--- src/rtl/led_pkg.sv ---
// rtl/led_pkg.sv - shared sizes, state encoding and pixel-row type for the LED frame scheduler
package led_pkg;

    localparam int ROWS = 8;
    localparam int COLS = 8;

    typedef enum logic [1:0] {
        RUN  = 2'd0,
        PEND = 2'd1,
        COPY = 2'd2
    } state_e;

    typedef logic [COLS-1:0] pix_row_t;

endpackage

--- src/rtl/led_frame_scheduler_rr_arb2.sv ---
// rtl/led_frame_scheduler_rr_arb2.sv - two-way round-robin arbiter, req[0] is favoured out of reset
module rr_arb2 (
    input  logic       clock,
    input  logic       reset_n,
    input  logic       en,
    input  logic [1:0] req,
    output logic [1:0] gnt
);

    logic prio_q;
    logic prio_d;

    // prio_q high means req[1] wins a tie; it flips to the loser of each grant
    always_comb begin
        gnt = 2'b00;
        if (en) begin
            if (req[0] && (!req[1] || !prio_q)) begin
                gnt = 2'b01;
            end else if (req[1]) begin
                gnt = 2'b10;
            end
        end
    end

    always_comb begin
        prio_d = prio_q;
        if (gnt[0]) begin
            prio_d = 1'b1;
        end else if (gnt[1]) begin
            prio_d = 1'b0;
        end
    end

    always_ff @(posedge clock or negedge reset_n) begin
        if (!reset_n) begin
            prio_q <= 1'b0;
        end else begin
            prio_q <= prio_d;
        end
    end

endmodule

--- src/rtl/led_frame_scheduler.sv ---
// rtl/led_frame_scheduler.sv - double-buffered LED frame store with engine/user writers; user port needs LED_USR_OVERLAY_EN
module led_frame_scheduler #(
    parameter int ROWS = led_pkg::ROWS,
    parameter int COLS = led_pkg::COLS
) (
    input  logic                     clock,
    input  logic                     reset_n,
    input  logic                     frame_tick,
    input  logic                     eng_req,
    input  logic [$clog2(ROWS)-1:0]  eng_row,
    input  logic [COLS-1:0]          eng_red,
    input  logic [COLS-1:0]          eng_green,
    output logic                     eng_gnt,
    input  logic                     eng_commit,
    output logic                     commit_ack,
    input  logic                     usr_req,
    input  logic [$clog2(ROWS)-1:0]  usr_row,
    input  logic [$clog2(COLS)-1:0]  usr_col,
    input  logic                     usr_red,
    input  logic                     usr_green,
    output logic                     usr_gnt,
    output logic                     busy,
    output logic [ROWS*COLS-1:0]     red_array,
    output logic [ROWS*COLS-1:0]     green_array
);

    import led_pkg::*;

    localparam int RW = $clog2(ROWS);

    state_e          state_q;
    logic [RW-1:0]   row_q;
    logic            commit_ack_q;
    logic [COLS-1:0] front_r_q [ROWS];
    logic [COLS-1:0] front_g_q [ROWS];
    logic [COLS-1:0] back_r_q  [ROWS];
    logic [COLS-1:0] back_g_q  [ROWS];
    logic            run_en;

    // grants must drop while reset is held, even though state already reads RUN
    assign run_en = reset_n && (state_q == RUN);

`ifdef LED_USR_OVERLAY_EN
    rr_arb2 u_arb (
        .clock   (clock),
        .reset_n (reset_n),
        .en      (run_en),
        .req     ({usr_req, eng_req}),
        .gnt     ({usr_gnt, eng_gnt})
    );
`else
    assign eng_gnt = run_en && eng_req;
    assign usr_gnt = 1'b0;
`endif

    always_ff @(posedge clock or negedge reset_n) begin
        if (!reset_n) begin
            for (int r = 0; r < ROWS; r++) begin
                front_r_q[r] <= '0;
                front_g_q[r] <= '0;
                back_r_q[r]  <= '0;
                back_g_q[r]  <= '0;
            end
            state_q      <= RUN;
            row_q        <= '0;
            commit_ack_q <= 1'b0;
        end else begin
            commit_ack_q <= 1'b0;
            case (state_q)
                RUN: begin
                    if (eng_gnt) begin
                        back_r_q[eng_row] <= eng_red;
                        back_g_q[eng_row] <= eng_green;
                    end
                    if (usr_gnt) begin
                        back_r_q[usr_row][usr_col] <= usr_red;
                        back_g_q[usr_row][usr_col] <= usr_green;
                    end
                    if (eng_commit) begin
                        state_q <= PEND;
                    end
                end
                PEND: begin
                    if (frame_tick) begin
                        front_r_q <= back_r_q;
                        front_g_q <= back_g_q;
                        back_r_q  <= front_r_q;
                        back_g_q  <= front_g_q;
                        row_q     <= '0;
                        state_q   <= COPY;
                    end
                end
                COPY: begin
                    // resynchronise the back buffer so the engine edits the frame now on display
                    back_r_q[row_q] <= front_r_q[row_q];
                    back_g_q[row_q] <= front_g_q[row_q];
                    row_q           <= row_q + RW'(1);
                    if (row_q == RW'(ROWS - 1)) begin
                        state_q      <= RUN;
                        commit_ack_q <= 1'b1;
                    end
                end
                default: begin
                    state_q <= RUN;
                end
            endcase
        end
    end

    assign busy       = (state_q != RUN);
    assign commit_ack = commit_ack_q;

    always_comb begin
        red_array   = '0;
        green_array = '0;
        for (int r = 0; r < ROWS; r++) begin
            red_array[r*COLS +: COLS]   = front_r_q[r];
            green_array[r*COLS +: COLS] = front_g_q[r];
        end
    end

endmodule
--- config.mk ---
export PLATFORM = sky130hd
export DESIGN_NAME = led_frame_scheduler
export DESIGN_NICKNAME = d
export VERILOG_FILES = /design/src/rtl/led_pkg.sv /design/src/rtl/led_frame_scheduler_rr_arb2.sv /design/src/rtl/led_frame_scheduler.sv
export SDC_FILE = /design/constraint.sdc
export NUM_CORES = 1
export LEC_CHECK = 0
export CORE_UTILIZATION = 45
export CTS_CLUSTER_SIZE = 12
export DETAILED_ROUTE_END_ITERATION = 10
export DONT_BUFFER_PORTS = 1
export PLACE_DENSITY = 0.7
export SLEW_MARGIN = 20
export SYNTH_ARGS = -nofsm -noshare
export SYNTH_HDL_FRONTEND = slang
export SYNTH_HIERARCHICAL = 1
export SYNTH_SLANG_ARGS = --single-unit
--- constraint.sdc ---
create_clock -name clock -period 2.96 [get_ports clock]
set_input_delay 0.444 -clock clock [delete_from_list [all_inputs] [get_ports clock]]
set_output_delay 0.444 -clock clock [all_outputs]
set_load 0.03 [all_outputs]
Word level (Yosys, flattened, before mapping)
Cells that the tools add are included.
- logic and storage cells: 89
- bits in writable memories: 0
- bits in latches: 0
- memories kept: 0
- ROM bits: 0
- flip-flop bits (word level): 262
- bits of input ports: 33
- multiplexer cells: 28
- $add $sub $neg: 1
- bitwise gates (word level): 2
- order comparisons: 4
- reduce and logical (&&, ||, !) cells: 12
- eq/ne operators: 7
- div/mod/pow operators: 0
- shift operators: 0
- multipliers: 0
- operators with widths (operator ; number):
    64-bit case mux with 3 select lines ; 2
    64-bit bitwise mux ; 4
    64-bit 2-to-1 mux ; 4
    8-bit binary-select mux with 3-bit select ; 2
    8-bit demux with 3-bit select ; 2
    8-bit 2-to-1 mux ; 6
    4-bit greater-or-equal comparator (second input constant) ; 2
    4-bit by 1-bit < comparator with 1-bit output (second input constant) ; 2
    2-bit inequality test (second input constant) ; 4
    3-bit inverter with 4-bit output ; 2
    2-bit 2-to-1 mux ; 3
    2-bit case mux with 3 select lines ; 1
    3-bit case mux with 2 select lines ; 1
    3-bit AND reduction ; 2
    1-bit logical AND ; 4
    2-bit AND reduction ; 2
    2-bit nonzero test ; 2
    3-bit by 1-bit adder with 3-bit output (second input constant) ; 1
    3-bit equality test (second input constant) ; 1
    3-bit 2-to-1 mux ; 1
    3-bit nonzero test ; 1
    2-bit by 1-bit equality test with 1-bit output (second input constant) ; 1
    2-bit equality test (second input constant) ; 1
    2-bit logical NOT ; 1
    1-bit 2-to-1 mux ; 2

Longest topological paths before layout
- depth in word-level cells: 8
- mapped depth: 9

Least setup slack after synthesis
No wires, ideal clock.
- path type: register -> register
- start point: register state_q[0]
- end point: register with a tool-made name
- path slack: 1.123 ns
- buffers on the path: 2
- stages on the path, launching flop included: 8
- data arrival time: 1.697 ns
- data required time: 2.820 ns
- setup time: 0.140 ns
- path through: dfrtp_1 -> inv_1 -> ha_1 -> buf_2 -> nand4_1 -> clkbuf_1 -> a221oi_1 -> a211oi_2
- RTL lines (element ; RTL line ; source):
    start: declaration ; led_frame_scheduler.sv:31 ; state_e state_q;
    start signal: assignment ; led_frame_scheduler.sv:64 ; state_q <= RUN;
    start signal: assignment ; led_frame_scheduler.sv:80 ; state_q <= PEND;
    start signal: assignment ; led_frame_scheduler.sv:90 ; state_q <= COPY;

==> impl_metrics.csv <==
group,metric,value,unit
status,status,"finished with violations",
status,violations,"hold timing",
sta,worst_hold_slack,-0.3979,ns
cts,cts.path.max_buffers,3,
die,dieHeight,175.1,um
synthesis,ys.flop_type,"dfrtp_1",
synthesis,yosysSeqAreaShare,48.63,%
synthesis,synth_edf_count,0,
critical_path,required,3.38,ns
grt,grt-ovfl-total,0,
synthesis,synth_top_cell_by_area,"dfrtp_1",
worst_hold_path,worstHoldPathType,"primary input to async pin",
cts,post_cts_buffers,0,
placed_design,io_buffers,0,
sta,worst_pin_slew,1.084,ns
sta,setup_tns,0,ns
routing,vias,10590,
pwr,power.leakage,6.539,nW
cts,cts_made_buffers,29,
sta,slew_headroom,27.19,%
grt,grt_pass1_vias,10390,
finish,nets,1333,
synthesis,synthArstFlopShare,100.0,%
synthesis,synth_fp_nets,1373,
pwr,switchingPower,10.19,mW
grt,grt_pass1_wl,59.95,mm
finish,diodes,0,
pwr,clkPwrFrac,17.2,%
placed_design,gp_congestion,0.7936,
pwr,swShare,47.34,%
finish,area_growth,10.82,%
die,dieArea,0.03066,sq mm
critical_path,startpoint_type,"flop",
die,initial_utilization,45.61,%
synthesis,syn_inst,1332,
grt,track_usage,24.85,%
cts,cts_resized,0,
routing,routed_wl,38.21,mm
routing,viasPerCell,6.212,
pwr,seq_power_share,40.4,%
routing,drc,0,
die,core-area,0.02956,sq mm
sta,rsz0062_at_grt,"false",
routing,wire_per_inst,22.42,um
routing,firstDrtPassIters,5,
pwr,p_comb_share,42.5,%
critical_path,critical_path_arrival,2.93,ns
die,row_count,63,
routing,first_iter_violations,824,
synthesis,synth_cell_types,51,
flow_run,drv_cap,0,
pwr,power.internal,11.33,mW
pwr,power,21.51,mW
critical_path,cp_max_fo,56,
synthesis,synthesis.area,0.01348,sq mm
cts,clk_pin_slew,0.06,ns
sta,fin_skew,0.01651,ns
critical_path,timing_worst_setup_path_type,"flop to flop",
sta,setup_violations,0,
die,ios,165,
sta,fmax,0.3976,GHz
pwr,powerDensity,1440,mW/mm^2
sta,final-max-slew-violation-count,0,
grt,antenna_found_initial,1,
routing,antenna_left,0,
critical_path,critPathCaptureType,"flop",
die,die_w,175.1,um
grt,grt_max_degree,266,
pwr,vdd_drop_max,0.8809,mV
cts,clock_sinks,262,
synthesis,synth-seq-cells,262,
finish,drive_above_1_share,20.55,%
synthesis,ys_warn_count,6,
synthesis,post_synth.cell_area_avg,10.12,sq um
synthesis,post_synth_main_area_contributors,"dfrtp_1, mux2_2, nand3_1",
placed_design,hpwl,22.65,mm
synthesis,yosysTopAreaCellShare,48.63,%
cts,htreeDepth,1,
cts,clk_latency,0.55,ns
cts,cts_tree,"done",
cts,root_buffer,"clkbuf_16",
sta,fin_crit,2.515,ns
sta,fin_crit_sh,84.98,%
sta,final-hold-violation-count,262,
==> synth_stat cells, types with 2 or more instances <==
cell	n
nand2_1	216
nand3b_1	4
mux2_1	8
a211oi_1	9
mux2_4	2
inv_1	5
nor3b_1	3
a221oi_2	9
ha_1	8
a21oi_1	7
o2111ai_1	5
nor3b_4	2
clkbuf_1	62
o21ai_0	8
nor2_1	54
mux2_2	137
buf_2	36
mux2i_1	7
a31oi_1	6
o31ai_1	15
and3_1	21
nand3_1	182
a211oi_2	7
or3b_1	2
a32o_1	2
o21ai_1	85
a2111o_1	2
and3b_1	3
a41o_1	90
dfrtp_1	262
a2111oi_0	15
a221oi_1	14
nor3_1	4
buf_4	11
buf_1	13
==> cells in the final DEF (no fill, tap or decap), types with 14 or more instances in the layout <==
cell type  synthesis  layout
a41o_1            90      90
mux2_2           137     137
a221oi_1          14      14
o31ai_1           15      15
o21ai_1           85      85
clkbuf_16          0      29
buf_4             11      46
a2111oi_0         15      15
and3_1            21      21
dfrtp_1          262     262
nand2_1          216     215
nor2_1            54      54
nand3_1          182     182
==> area by class of cell <==
cell class              count  area, sq um
well taps                 390        488.0
fillers                  2663        14620
clock inverters             8        96.34
repair buffers             52        465.4
flip-flops and latches    262         6556
multi-input cells         941         6437
inverters                   6        22.52
clock buffers              45        875.8
==> layer usage <==
metal  GRT usage [%]  wire, um  share of wire [%]  vias up
li1                -         -                  -     4838
met1           33.67     16660                 44     5377
met2           38.66     17370                 45      310
met3           6.723      3086                8.1       60
met4           7.790      1093                2.9        0
met5               0         0                  0        -
==> kinds of logic after synthesis <==
kind of cell | after synthesis | synth area share, %
AO/OA/AOI/OAI | 278 | 16.47
adder cells (fa/ha/maj) | 8 | 0.7424
multiplexers | 154 | 12.85
AND/OR/NAND/NOR | 500 | 16.99
flip-flops | 262 | 48.63
buffers and inverters | 129 | 4.287
other | 1 | 0.02781
==> stage by stage <==
stage	hold slack [ns]	setup WS [ns]	util, %	cells	instance area, sq um
after floorplan	0.1484	1.123	-	1332	13480
after global routing	-0.4232	0.2963	50.55	1704	14940
after CTS	-0.4224	0.4589	50.55	1704	14940
final	-0.3979	0.4447	50.55	1704	14940
after global placement	0.1599	0.5444	47.26	1651	13970
after detailed placement	0.1550	0.4709	47.26	1651	13970
==> path summary, 6_finish.rpt <==
check,startpoint,end,slack [ns],cells past startpoint
max in group asynchronous,reset_n,async pin,3.02,0
min in group clock,eng_row[1],flop,0.19,3
setup / recovery,state_q[0],flop,0.44,7
hold / removal,reset_n,green_array[22],-0.40,0
setup reg to reg,state_q[0],flop,0.44,7
hold reg to reg,flop,flop,0.50,2
==> critical path, cell delays in order, from the launching register on <==
cell	delay [ns]
dfrtp_1	0.47
inv_1	0.18
ha_4	0.47
buf_4	0.61
o2111ai_2	0.21
buf_4	0.27
nand2_1	0.09
o21ai_1	0.08
==> power groups by stage <==
stage / clock [mW] / sequential [mW] / combinational [mW]
floorplan: 0 / 8.07 / 6.89
global placement: 0 / 8.64 / 8.87
detailed placement: 0 / 8.76 / 9.15
CTS: 3.75 / 8.68 / 9.18
global route: 3.90 / 8.95 / 10.1
finish: 3.69 / 8.68 / 9.14
Power figures use the tool's default switching activity.
==> patch, RTL diff (same flow settings) <==
The 3 states of `state_e` get a one-hot encoding in 3 bits.
--- a/src/rtl/led_pkg.sv
+++ b/src/rtl/led_pkg.sv
@@ -6,6 +6,6 @@
 
-    typedef enum logic [1:0] {
-        RUN  = 2'd0,
-        PEND = 2'd1,
-        COPY = 2'd2
+    typedef enum logic [2:0] {
+        RUN  = 3'b001,
+        PEND = 3'b010,
+        COPY = 3'b100
     } state_e;
Check against the original RTL: same outputs for any inputs over 4 cycles, from zero or initial values and one cycle with reset_n low; so few cycles prove little.
==> patch against the original RTL <==
The flow still finishes with violations (negative hold slack). Wire length increased by 29%. Critical path depth down 3. Setup slack lost 180 ps. Global-route usage rose by 3.8 points. Total power decreased by 13%. Design area increased by 10%. Area after synthesis is 11% higher. Sequential cell count is 1 higher. Die area grew 11%. Utilization is 0.12 points lower. Sequential share of layout area is 3.9 points lower. Largest power group is now registers. Clock power grew 5.7%.
==> patch: results (changes against the original RTL) <==
| Metric | Value |
|---|---|
| GPL Wtd Cong | 0.8250 (+4.0%) |
| Core Area | 32,700 µm² (+11%) |
| Highest Signal Layer | met4 |
| Max FO, Critical Path | 11 (-80%) |
| CLK BUF | 44 (-2.2%) |
| Vias | 14,310 (+35%) |
| Synth Area in Adders | 0.001666 (-0.005758) |
| Worst-Margin Slew | 1119 ps (+35.14 ps) |
| Fraction of area in multi-input gates | 0.4533 (+0.02251) |
| Synth Area in Compound Gates | 0.2780 (+0.1133) |
| Synth top area cells | dfrtp_1, nand2_1, o21ai_0 |
| Clk sink count | 263 (+0.38%) |
| All-Layer GR Usage | 0.2866 (+0.03812) |
| Wire length on met1 | 19,620 µm (+18%) |
| Antenna fix cells | 1 (+1) |
| WL met2 | 22,190 µm (+28%) |
| Leakage | 7.159 nW (+9.5%) |
| Delay-heaviest family, CP | flip-flops |
| M1 GR Usage | 0.3867 (+0.05006) |
| Met3 WL | 5959 µm (+93%) |
| VDD IR-drop max | 537.8 µV (-39%) |
| Worst clock skew | 18.67 ps (+2.153 ps) |
| Clock tree cell share of total cell area | 0.06259 (-0.002470) |
| Met3 Usage GRT | 0.08378 (+0.01655) |
| Violated checks | negative hold slack |
| Cell variety after synth | 56 (+9.8%) |
| Status | complete, but fails checks |
| Worst path max stage delay | 720 ps (+110 ps) |
| CTS Buf Count | 30 (+3.4%) |
| Initial drt markers | 1,792 (+120%) |
| Nets | 1,737 (+30%) |
| Met2 GRT Util | 0.4359 (+0.04935) |
| XOR/XNOR Fraction of Synth Area | 0.002915 (+0.002915) |
| Synth top cells by count | nand2_1, dfrtp_1, clkbuf_1 |
| WHS | -396.1 ps (+1.750 ps) |
| Multiplexer share of the synthesized area | 0.002665 (-0.1259) |
| Final HPWL DP | 28,680 µm (+27%) |
| Combinational Power Share | 0.336 (-0.089) |
| Fillers | 3,054 (+15%) |
| Drt first pass iters | 8 (+3) |
| Post-synthesis sequential area ratio | 0.4382 (-0.04807) |
| Later-pin clock latency in the skew report | 570 ps (+20 ps) |
| Slowest cell on crit path | dfstp_4 |
| Register area | 6586 µm² (+0.46%) |
| Fin. Hold Viols | 263 (+0.38%) |
| Worst-case reg-to-reg path depth | 6 (-1) |
| P_clk | 0.00390 W (+5.7%) |
| FF-to-FF setup slack | 370 ps (-70 ps) |
| First-pass GRT wire length | 77,130 µm (+29%) |
| Post-Route WL | 49,250 µm (+29%) |
| Multi-input gates | 1,271 (+35%) |
| Psw | 0.008892 W (-13%) |
| Setup crit start | state_q[0] |
| Arrival time at the worst endpoint | 2250 ps (-680 ps) |
| NonClk Buf Share | 0.03187 (+0.0007159) |
==> patch: cell types whose count changed in the layout (fill, tap and decap cells not counted), sizes merged, moves of 47 or more <==
| cell | before | now |
|---|---|---|
| nand3 | 182 | 8 |
| a21oi | 7 | 111 |
| o22ai | 1 | 48 |
| mux2 | 147 | 0 |
| a41o | 90 | 0 |
| inv | 7 | 84 |
| nand2 | 216 | 399 |
| a22oi | 0 | 70 |
| o311ai | 0 | 49 |
==> patch: stage by stage <==
step / setup WS, ps / std cells / instance area (µm²) / total power, W / hold WS, ps
after floorplan: 1006 / 1794 / 15020 / 0.01256 / 148.4
after global placement: 437.1 / 2110 / 15420 / 0.01439 / 171.1
after detailed placement: 415.7 / 2110 / 15420 / 0.01468 / 167.9
after CTS: 269.4 / 2167 / 16460 / 0.01860 / -436.3
after global routing: 169.3 / 2169 / 16490 / 0.01977 / -422.7
final: 267.0 / 2169 / 16490 / 0.01871 / -396.1
